===== config.mk =====
export PLATFORM = sky130hd
export DESIGN_NAME = dac714_serial_tx
export DESIGN_NICKNAME = d
export VERILOG_FILES = /design/src/rtl/dac714_serial_tx.sv
export SDC_FILE = /design/constraint.sdc
export NUM_CORES = 1
export LEC_CHECK = 0
export CAP_MARGIN = 15
export CELL_PAD_IN_SITES_DETAIL_PLACEMENT = 1
export CELL_PAD_IN_SITES_GLOBAL_PLACEMENT = 1
export CORE_MARGIN = 2
export CORE_UTILIZATION = 41
export DETAILED_ROUTE_END_ITERATION = 10
export PLACE_DENSITY = 0.74
export SETUP_SLACK_MARGIN = 0.02
export SLEW_MARGIN = 20
export SYNTH_ARGS = -nofsm -noshare
export SYNTH_HDL_FRONTEND = slang
export SYNTH_SLANG_ARGS = --single-unit

===== constraint.sdc =====
create_clock -name clk -period 2.15 [get_ports clk]
set_clock_uncertainty 0.1 [all_clocks]
set_input_delay 0.3225 -clock clk [delete_from_list [all_inputs] [get_ports clk]]
set_output_delay 0.3225 -clock clk [all_outputs]
set_load 0.03 [all_outputs]

===== src/rtl/dac714_serial_tx.sv =====
// dac714_serial_tx: parallel DAC word to DAC714 serial frame (MSB-first).
// Ports:
//   clk, nReset       clock, async active-low reset
//   dac_strobe        rising edge requests one frame
//   dac_out           word captured on the request cycle
//   clr_overrun       sync clear of the sticky overrun flag
//   sclk, sdi         serial clock/data (DAC samples on sclk rise)
//   nlatch            active-low latch pulse after the last bit
//   busy              frame in progress or word pending
//   overrun           a pending word was overwritten
// Option: define DAC714_STROBE_SYNC_EN to pass dac_strobe through a
// 2-flop synchronizer (adds 2 cycles of request latency).
module dac714_serial_tx #(
  parameter int DAC_WIDTH    = 16,
  parameter int CLK_DIV      = 4,
  parameter int LATCH_CYCLES = 2
) (
  input  logic                 clk,
  input  logic                 nReset,
  input  logic                 dac_strobe,
  input  logic [DAC_WIDTH-1:0] dac_out,
  input  logic                 clr_overrun,
  output logic                 sclk,
  output logic                 sdi,
  output logic                 nlatch,
  output logic                 busy,
  output logic                 overrun
);

  localparam int CW = (CLK_DIV > 1) ? $clog2(CLK_DIV) : 1;
  localparam int BW = $clog2(DAC_WIDTH);
  localparam int LW = (LATCH_CYCLES > 1) ? $clog2(LATCH_CYCLES) : 1;

  localparam logic [CW-1:0] DIV_LAST = CW'(CLK_DIV - 1);
  localparam logic [BW-1:0] BIT_LAST = BW'(DAC_WIDTH - 1);
  localparam logic [LW-1:0] LAT_LAST = LW'(LATCH_CYCLES - 1);

  typedef enum logic [1:0] {
    S_IDLE,
    S_SHIFT,
    S_LATCH
  } state_t;

  state_t               state_q, state_d;
  logic [DAC_WIDTH-1:0] sh_q, sh_d;
  logic [DAC_WIDTH-1:0] pend_q, pend_d;
  logic                 pv_q, pv_d;
  logic [BW-1:0]        bit_q, bit_d;
  logic [CW-1:0]        div_q, div_d;
  logic [LW-1:0]        lat_q, lat_d;
  logic                 sclk_q, sclk_d;
  logic                 ovr_q, ovr_d;
  logic                 strobe_s, strobe_q;
  logic                 req;
  logic                 consume;
  logic                 direct;

`ifdef DAC714_STROBE_SYNC_EN
  // Reset high so a strobe already high at release is not an edge.
  logic [1:0] sync_q;

  always_ff @(posedge clk or negedge nReset) begin
    if (!nReset) sync_q <= 2'b11;
    else         sync_q <= {sync_q[0], dac_strobe};
  end

  assign strobe_s = sync_q[1];
`else
  assign strobe_s = dac_strobe;
`endif

  // Reset high: only a low-to-high transition after reset counts.
  always_ff @(posedge clk or negedge nReset) begin
    if (!nReset) strobe_q <= 1'b1;
    else         strobe_q <= strobe_s;
  end

  assign req    = strobe_s & ~strobe_q;
  assign direct = (state_q == S_IDLE) & ~pv_q;

  always_comb begin
    state_d = state_q;
    sh_d    = sh_q;
    pend_d  = pend_q;
    pv_d    = pv_q;
    bit_d   = bit_q;
    div_d   = div_q;
    lat_d   = lat_q;
    sclk_d  = sclk_q;
    ovr_d   = ovr_q;
    consume = 1'b0;

    if (clr_overrun) ovr_d = 1'b0;

    case (state_q)
      S_IDLE: begin
        if (pv_q || req) begin
          sh_d    = pv_q ? pend_q : dac_out;
          consume = pv_q;
          bit_d   = BIT_LAST;
          div_d   = '0;
          sclk_d  = 1'b0;
          state_d = S_SHIFT;
        end
      end
      S_SHIFT: begin
        if (div_q == DIV_LAST) begin
          div_d = '0;
          if (!sclk_q) begin
            sclk_d = 1'b1;
          end else begin
            sclk_d = 1'b0;
            sh_d   = {sh_q[DAC_WIDTH-2:0], 1'b0};
            if (bit_q == '0) begin
              lat_d   = '0;
              state_d = S_LATCH;
            end else begin
              bit_d = bit_q - BW'(1);
            end
          end
        end else begin
          div_d = div_q + CW'(1);
        end
      end
      S_LATCH: begin
        if (lat_q == LAT_LAST) begin
          // A pending word chains straight into the next frame.
          if (pv_q) begin
            sh_d    = pend_q;
            consume = 1'b1;
            bit_d   = BIT_LAST;
            div_d   = '0;
            state_d = S_SHIFT;
          end else begin
            state_d = S_IDLE;
          end
        end else begin
          lat_d = lat_q + LW'(1);
        end
      end
      default: state_d = S_IDLE;
    endcase

    if (consume) pv_d = 1'b0;

    // A word consumed this cycle is not an overrun victim.
    if (req && !direct) begin
      pend_d = dac_out;
      pv_d   = 1'b1;
      if (pv_q && !consume) ovr_d = 1'b1;
    end
  end

  always_ff @(posedge clk or negedge nReset) begin
    if (!nReset) begin
      state_q <= S_IDLE;
      sh_q    <= '0;
      pend_q  <= '0;
      pv_q    <= 1'b0;
      bit_q   <= '0;
      div_q   <= '0;
      lat_q   <= '0;
      sclk_q  <= 1'b0;
      ovr_q   <= 1'b0;
    end else begin
      state_q <= state_d;
      sh_q    <= sh_d;
      pend_q  <= pend_d;
      pv_q    <= pv_d;
      bit_q   <= bit_d;
      div_q   <= div_d;
      lat_q   <= lat_d;
      sclk_q  <= sclk_d;
      ovr_q   <= ovr_d;
    end
  end

  assign sclk    = sclk_q;
  assign sdi     = (state_q == S_SHIFT) & sh_q[DAC_WIDTH-1];
  assign nlatch  = (state_q != S_LATCH);
  assign busy    = (state_q != S_IDLE) | pv_q;
  assign overrun = ovr_q;

endmodule


**Word level (Yosys, flattened, before mapping)**

Index checks and enable logic that the tools add are counted.

- Register bits after elaboration: 45
- Input port bits: 20

- Reduce and logical (&&, ||, !) cells: 18
- Bitwise gates (word level): 6
- Add/sub/neg operators: 3
- Equality and inequality tests: 11
- Mux-type cells: 44

Operators with widths:

| kind | count |
|---|---|
| 2-to-1 mux 16 bit | 6 |
| case mux 16 bit (3 select lines) | 1 |
| 2-to-1 mux 4 bit | 6 |
| 2-to-1 mux 2 bit | 9 |
| 2-to-1 mux 1 bit | 16 |
| != test 2 bit, second input constant | 7 |
| case mux 2 bit (3 select lines) | 2 |
| case mux 4 bit (3 select lines) | 1 |
| AND reduction 4 bit | 2 |
| nonzero test 2 bit | 4 |
| AND reduction 7 bit | 1 |
| case mux 1 bit (2 select lines) | 3 |
| AND reduction 6 bit | 1 |
| AND reduction 5 bit | 1 |
| equality test 2 bit, second input constant | 2 |
| logical NOT 4 bit | 1 |
| subtractor 4 x 1 -> 4 bit, second input constant | 1 |
| bitwise AND 1 bit | 3 |
| AND reduction 3 bit | 1 |
| nonzero test 3 bit | 1 |
| adder 2 x 1 -> 2 bit, second input constant | 1 |
| equality test 2 x 1 -> 1 bit, second input constant | 1 |
| logical AND 1 bit | 2 |
| logical NOT 1 bit | 2 |
| 6 further kinds | 7 |

**Depth between registers and ports, before layout**

- Depth after elaboration: 9
- Depth in mapped cells: 9
- Gate-level depth less buffers: 6

**Least setup slack after synthesis**

Ideal clock, no wire load.

- Kind: reg2reg
- From: register state_q[1]
- To: register sh_q[10]
- Path buffers: 2
- Library setup time: 0.125 ns
- Arrival time: 1.785 ns
- Data required time: 1.925 ns
- Path slack: 0.140 ns
- Stages on the path, launching flop included: 9
- Cell sequence: dfrtp_1 -> inv_1 -> ha_1 -> nor2b_1 -> a211oi_4 -> and2_4 -> buf_12 -> buf_12 -> mux2_4

- Longest elaborated chain between the ends: 3
- Elaborated cells between the ends (all ways): 11
- Those cells by class: 7 x eq/ne; 1 x mux; 3 x reduce/logical

RTL lines:

| what | RTL line | text |
|---|---|---|
| from (decl) | 44 | `state_t state_q, state_d;` |
| from (signal assigned) | 166 | `state_q <= state_d;` |
| equality test 2 bit, or another cell as far along | 95 | `case (state_q)` |
| != test 2 bit (no line), or another cell as far along | - |  |
| AND reduction 6 bit (no line) | - |  |
| to (signal assigned) | 157 | `sh_q <= '0;` |
| to (signal assigned) | 167 | `sh_q <= sh_d;` |
| to (decl) | 45 | `logic [DAC_WIDTH-1:0] sh_q, sh_d;` |

Several ways; a longest one is shown, not always the timed one.
A chain may end at the register's enable or synchronous reset.

**Worst setup path after layout**

- From: register state_q[1]
- To: register sh_q[1]

The elaborated chain is that of the path after synthesis.

==> summary.txt <==
Synth
  – Syn Nets: 253
  – Cells after Synth: 227
  – #FFs+latches synth: 45
  – Synth unique cells: 36
  – Dominant cell type by area after synthesis: dfrtp_1
  – Part of the Yosys area used for sequential elements: a little under half
  – Top cells by area, synth: dfrtp_1 (44%), mux2_2 (12%), a211oi_1 (5.1%), a22oi_1 (4.5%), a21oi_1 (4.2%)
  – Ys async rst share: 100.0%
  – EDFF count, synth: 0
  – Most common flop cell mapped by yosys: dfrtp_1
  – Most frequent cells after synthesis: dfrtp_1 (44), mux2_2 (27), a21oi_1 (21), a211oi_1 (17), nor2b_1 (16)
  – Mapped cell area: ~2500 um2
  – YS warnings: 0
  – Top-count cell post-synth: dfrtp_1
  – Top cell type's share of synthesized area: between 40% and 50%
  – Syn_area_per_cell: 11.00 um2

Routing
  – Vias post-DR: 1836
  – Initial DRT Pass Iterations: 5
  – Via density: 5.416
  – Antenna Nets Post-Route: 0
  – DRC violations left: 0
  – Routed WL per cell: 16.05 um
  – Drt total wl: 5442 um
  – Initial drt markers: between 90 and 100

Critical path
  – Worst r2r src: state_q[1]$_DFFE_PN0P_
  – Crit-path max FO: 16
  – Critical path class: flop to flop
  – CP max-delay cell: dfrtp_1
  – CP Capture Type: flop
  – Reg2Reg Setup Slack: between 0.07 and 0.08 ns
  – Critical Path AT: 2.17 ns
  – WP data required: 2.25 ns
  – Worst r2r dst: sh_q[1]$_DFFE_PN0P_
  – CP startpoint kind: flop
  – Critical-path cell list: inv_1 > ha_1 > nor2b_1 > a211oi_4 > and2_4 > mux2_2
  – FF-to-FF path depth: 6
  – Largest stage delay on the critical path: just over 0.4 ns

Global routing
  – Vias in the first global route: 1893
  – Initial antenna violation count: 0
  – First-pass GRT wire length: between 9000 and 10000 um
  – Gr ovfl total: 0
  – Overall Global Routing Usage: a little under a fifth
  – Pin count of the biggest net entering global routing: 26

Power and ir drop
  – Leakage: 0.001287 uW
  – Pwr/cell area: approximately 550 nW/um2
  – Worst VDD drop: 0.4208 mV
  – Overall power: 1664 uW

Timing
  – Tcrit/Tclk final: 96.60%
  – Final setup viols: 0
  – Fmax achieved: 481.5 MHz
  – Total negative slack for setup checks: 0 ns
  – Worst Max-Slew Pin Slew: 0.5270 ns
  – RSZ-0062 raised after global routing: true
  – Fin crit period: 2.077 ns
  – Max-Slew Margin vs Limit: around two thirds
  – Fin. max-slew vios: 0
  – Final Hold Fails: 0

Place
  – DP Wirelength: 3782 um
  – GPL Wtd Cong: 0.7812
  – Port bufs: 24

Layout
  – Antenna Cells: 0
  – Fill cells: 643
  – Layout cell share with drive strength beyond 1: 26.89%
  – Area Growth Syn to Fin: 20.45%
  – Net count, final: 289

Floorplanning
  – DIE HEIGHT: 82.03 um
  – Overall die width: slightly above 80 um
  – Core Rows: 28
  – Initial Utilization: 42.41%
  – Die area: 6728 um2
  – Total core area: 5886 um2
  – IO Count: 25

CTS
  – Clk sinks: 45
  – Cts bufs inserted: 5
  – Clock latency on the worst-skew pair: 0.31 ns
  – Clk slew on worst S/H paths: 0.09 ns
  – Setup bufs post-CTS: 0
  – H-tree levels: 2
  – CTS Root Cell: clkbuf_8
  – CTS Buffer Depth: 2
  – CTS tree: done

Min path
  – HP Class: primary input to async pin

Status
  – Run status: finished, final reports clean

Flow run
  – Count of maximum capacitance violations: 0
[cells in the final DEF, fill, tap and decap left out, types with 3 or more instances in the layout]
master           Yosys  layout
dfrtp_1             44      44
mux2_2              27      27
a21oi_1             21      21
clkdlybuf4s50_1      0      20
buf_4                0      19
a211oi_1            17      17
nor2b_1             16      15
a22oi_1             15      15
nand2_1             10      10
inv_1                8       8
nor2_1               8       8
clkbuf_8             0       7
mux2_4               6       6
o21ai_0              5       5
ha_1                 6       5
nand2b_1             3       3
nand3_1              3       3
mux2i_1              3       3
[worst max-delay path: cells and delay by family (launching register included)]
kind / cells / cell delay [ns]
AND/OR/NAND/NOR: 2 / 0.53
multiplexers: 1 / 0.37
adder cells (fa/ha/maj): 1 / 0.23
AO/OA/AOI/OAI: 1 / 0.24
flip-flops: 1 / 0.41
buffers and inverters: 1 / 0.08
[flip-flops by register name, summed over array words and instances, names as in the netlist]
| signal | cells |
|---|---|
| sclk | 1 |
| bit_q | 4 |
| lat_q | 1 |
| div_q | 2 |
| pend_q | 16 |
| state_q | 2 |
| strobe_q | 1 |
| pv_q | 1 |
| overrun | 1 |
| sh_q | 16 |
[worst max-delay path by stage]
stage | start | to | slack [ns] | cells past startpoint
final | state_q[1]$_DFFE_PN0P_ | sh_q[1]$_DFFE_PN0P_ | 0.07 | 6
after global routing | state_q[1]$_DFFE_PN0P_ | sh_q[2]$_DFFE_PN0P_ | 0.004 | 6
after CTS | state_q[1]$_DFFE_PN0P_ | sdi | 0.04 | 5
after detailed placement | dac_strobe | sh_q[5]$_DFFE_PN0P_ | 0.04 | 5
after global placement | dac_strobe | sh_q[5]$_DFFE_PN0P_ | 0.06 | 5
after floorplan | state_q[1]$_DFFE_PN0P_ | sh_q[10]$_DFFE_PN0P_ | 0.14 | 8
[final cells by class]
type | instances | area, um2 | share of cell area (%)
Timing Repair Buffer | 44 | 401.6 | 13.36
Inverter | 8 | 30.03 | 0.9988
Multi-Input combinational cell | 159 | 1249 | 41.53
Tap cell | 75 | 93.84 | 3.121
Clock buffer | 7 | 96.34 | 3.204
Sequential cell | 45 | 1127 | 37.49
Clock inverter | 1 | 8.758 | 0.2913
[report_power, final]
group / switching [uW] / internal [uW] / total [uW]
sequential: 36.1 / 894 / 930
clock: 306 / 297 / 603
combinational: 49.4 / 81.4 / 131
total: 392 / 1270 / 1660
[per-stage QoR]
| stage | instance area [um2] | cells | hold slack (ns) | worst slack, ns | utilization, % |
|---|---|---|---|---|---|
| after global placement | 2875 | 330 | 0.2351 | 0.05921 | 48.85 |
| final | 3007 | 339 | 0.4154 | 0.07305 | 51.08 |
| after CTS | 2992 | 339 | 0.4207 | 0.04398 | 50.83 |
| after floorplan | 2496 | 227 | -0.07309 | 0.1396 | - |
| after global routing | 3007 | 339 | 0.4395 | 0.004449 | 51.08 |
| after detailed placement | 2875 | 330 | 0.2380 | 0.04071 | 48.85 |
[timing repair]
action	in CTS	in global routing
gates resized for setup	2	4
hold endpoints to repair	20	0
endpoints found under the setup margin	2	3
hold buffers	1	0
[cell families (layout without fill, tap and decap cells)]
family | count (synthesis) | in the layout | share of synthesized area [%]
AOI/OAI and AO/OA | 67 | 67 | 18.45
adders and majority gates | 6 | 6 | 3.007
buffers and inverters | 23 | 60 | 5.213
DFF | 45 | 45 | 45.16
muxes | 36 | 36 | 16.99
and+or+nand+nor | 50 | 50 | 11.18
[metal layers]
| metal | vias up | share of wire [%] | track usage [%] |
|---|---|---|---|
| li1 | 894 | - | - |
| met4 | 0 | 1.3 | 5.000 |
| met5 | - | 0 | 0 |
| met1 | 916 | 47 | 24.08 |
| met3 | 6 | 2.4 | 3.626 |
| met2 | 20 | 49 | 29.67 |
No activity file was read; power rests on OpenSTA's default activity.
==> patch, RTL diff (same flow settings) <==
Build with the macro `DAC714_STROBE_SYNC_EN` defined.
--- a/src/rtl/dac714_serial_tx.sv
+++ b/src/rtl/dac714_serial_tx.sv
@@ -12,2 +12,4 @@
 // 2-flop synchronizer (adds 2 cycles of request latency).
+`define DAC714_STROBE_SYNC_EN
+
 module dac714_serial_tx #(
Behaviour: not the same (a bounded check fails within 4 cycles, from zero or initial values and one cycle with nReset low).
==> patch against the original RTL <==
  * Sequential cell count is 2 higher
  * First-iteration DRC count down 40%
  * Cell count fell by 2.1%
  * Die area about the same
  * Count of clock-buffer cells in the layout did not move
  * Area after synthesis rose by 0.10%
  * Cell area decreased by 0.92%
  * Setup slack better by 0.044 ns
  * Sequential share of layout area rose by 2.1 points
  * Routed wire length is 3.4% lower
  * Global-route usage down 0.26 points
  * Utilization decreased by 0.77 points
  * Hold slack got worse by 0.15 ns
Power is not compared: it rests on default switching activity, and its combinational part moved more than twofold at a synthesized area within 25%.
==> patch: results (changes against the original RTL) <==
* Status: complete, no violations
* Post-synthesis cell type count at 33 (-8.3%)
* Area contributors post-synth: dfrtp_1 44%, mux2_2 14%, a211oi_1 4.8%
* Most common library cells after synthesis: 44 x dfrtp_1, 32 x mux2_2, 18 x a21oi_1
* Top fanout value on the critical path at 25 (+9)
* Arrival time at the worst endpoint at 1.61 ns (-0.56 ns)
* Class of the tightest hold or removal check: reg -> reg
* Capture point of the critical path: sdi
* Worst path top cell family by delay: buffers and inverters
* Part of the Yosys area used for sequential elements at 47.2% (+2.1 points)
* Vias in the first global route at 1,939 (+2.4%)
* Worst slack at placement at 0.149 ns (+0.109 ns)
* Drt wl/cell at 15.8 um (-1.3%)
* # placed instances at 323 (-2.1%)
* Worst slew pin tran at 0.415 ns (-0.112 ns)
* FF-to-FF End: state_q[0]
* Fillcell total at 650 (+1.1%)
* Routability congestion estimate at 0.764 (-2.2%)
* Via density per instance at 5.55 (+2.4%)
* Half-perimeter wire length after detailed placement at 3.65 mm (-3.6%)
* Post-route non-filler standard cell count at 332 (-2.1%)
* Worst setup slack after layout at 0.117 ns (+0.0442 ns)
* Number of DRC markers after the initial detailed-route iteration at 55 (-40%)
* Iteration count of the initial detailed-routing pass at 4 (-1)
* GRT Overall Usage at 17.7% (-0.26 points)
* Count of nets after finishing at 282 (-2.4%)
* Register-to-register path setup slack at 0.14 ns (+0.07 ns)
## patch: area by class of cell
type	count	area, sq um	area share [%]
Tap cell	75	93.8	3.15
Timing Repair Buffer	38	374	12.6
Clock inverter	1	5.00	0.168
Multi-Input combinational cell	156	1220	40.9
Inverter	8	30.0	1.01
Clock buffer	7	76.3	2.56
Sequential cell	47	1180	39.6
## patch: worst register-to-register path, stage by stage, from the launching register on
cell and delay [ns]:
dfrtp_1 0.41, inv_1 0.09, ha_1 0.22, nand2b_1 0.17, o21ai_0 0.14, a211oi_1 0.39, mux2_2 0.39
## patch: worst min path at each step
| stage | endpoint | slack, ns |
|---|---|---|
| global placement | overrun | 0.18 |
| CTS | sync_q[1] | 0.26 |
| floorplan | bit_q[0] | -0.07 |
| global route | sync_q[1] | 0.27 |
| finish | sync_q[1] | 0.26 |
| detailed placement | overrun | 0.19 |
## patch: logic make-up after synthesis
group	after synthesis	share of synthesized area (%)
compound gates	64	17.9
mux	37	16.5
flops	47	47.2
buf+inv	22	4.06
simple gates	49	11.3
fa+ha+maj	6	3.00
## patch: routing by layer
metal / vias to the layer above / GRT usage, % / wire, um
met5: - / 0 / 0
met4: 0 / 4.00 / 15
met3: 2 / 2.64 / 111
met2: 23 / 31.6 / 2710
met1: 935 / 22.6 / 2420
li1: 882 / - / -
## patch: power breakdown
| group | internal, mW | leakage (nW) | total (mW) | switching [mW] |
|---|---|---|---|---|
| Clock | 0.229 | 0.0422 | 0.514 | 0.285 |
| Sequential | 1.30 | 0.546 | 1.59 | 0.283 |
| Combinational | 1.33 | 0.621 | 2.66 | 1.33 |
| Total | 2.86 | 1.21 | 4.76 | 1.90 |
## patch: per-stage QoR
stage | instance area (sq um) | hold slack [ns]
after floorplan | 2500 | -0.0731
after global placement | 2870 | 0.175
after detailed placement | 2870 | 0.186
after CTS | 2970 | 0.264
after global routing | 2980 | 0.271
final | 2980 | 0.262
## patch: repair_timing
action / CTS / global route
hold buffers: 1 / 0
endpoints found under the setup margin: 2 / 1
hold endpoints to repair: 11 / 0
cloned: 0 / 0
resized for setup: 3 / 2
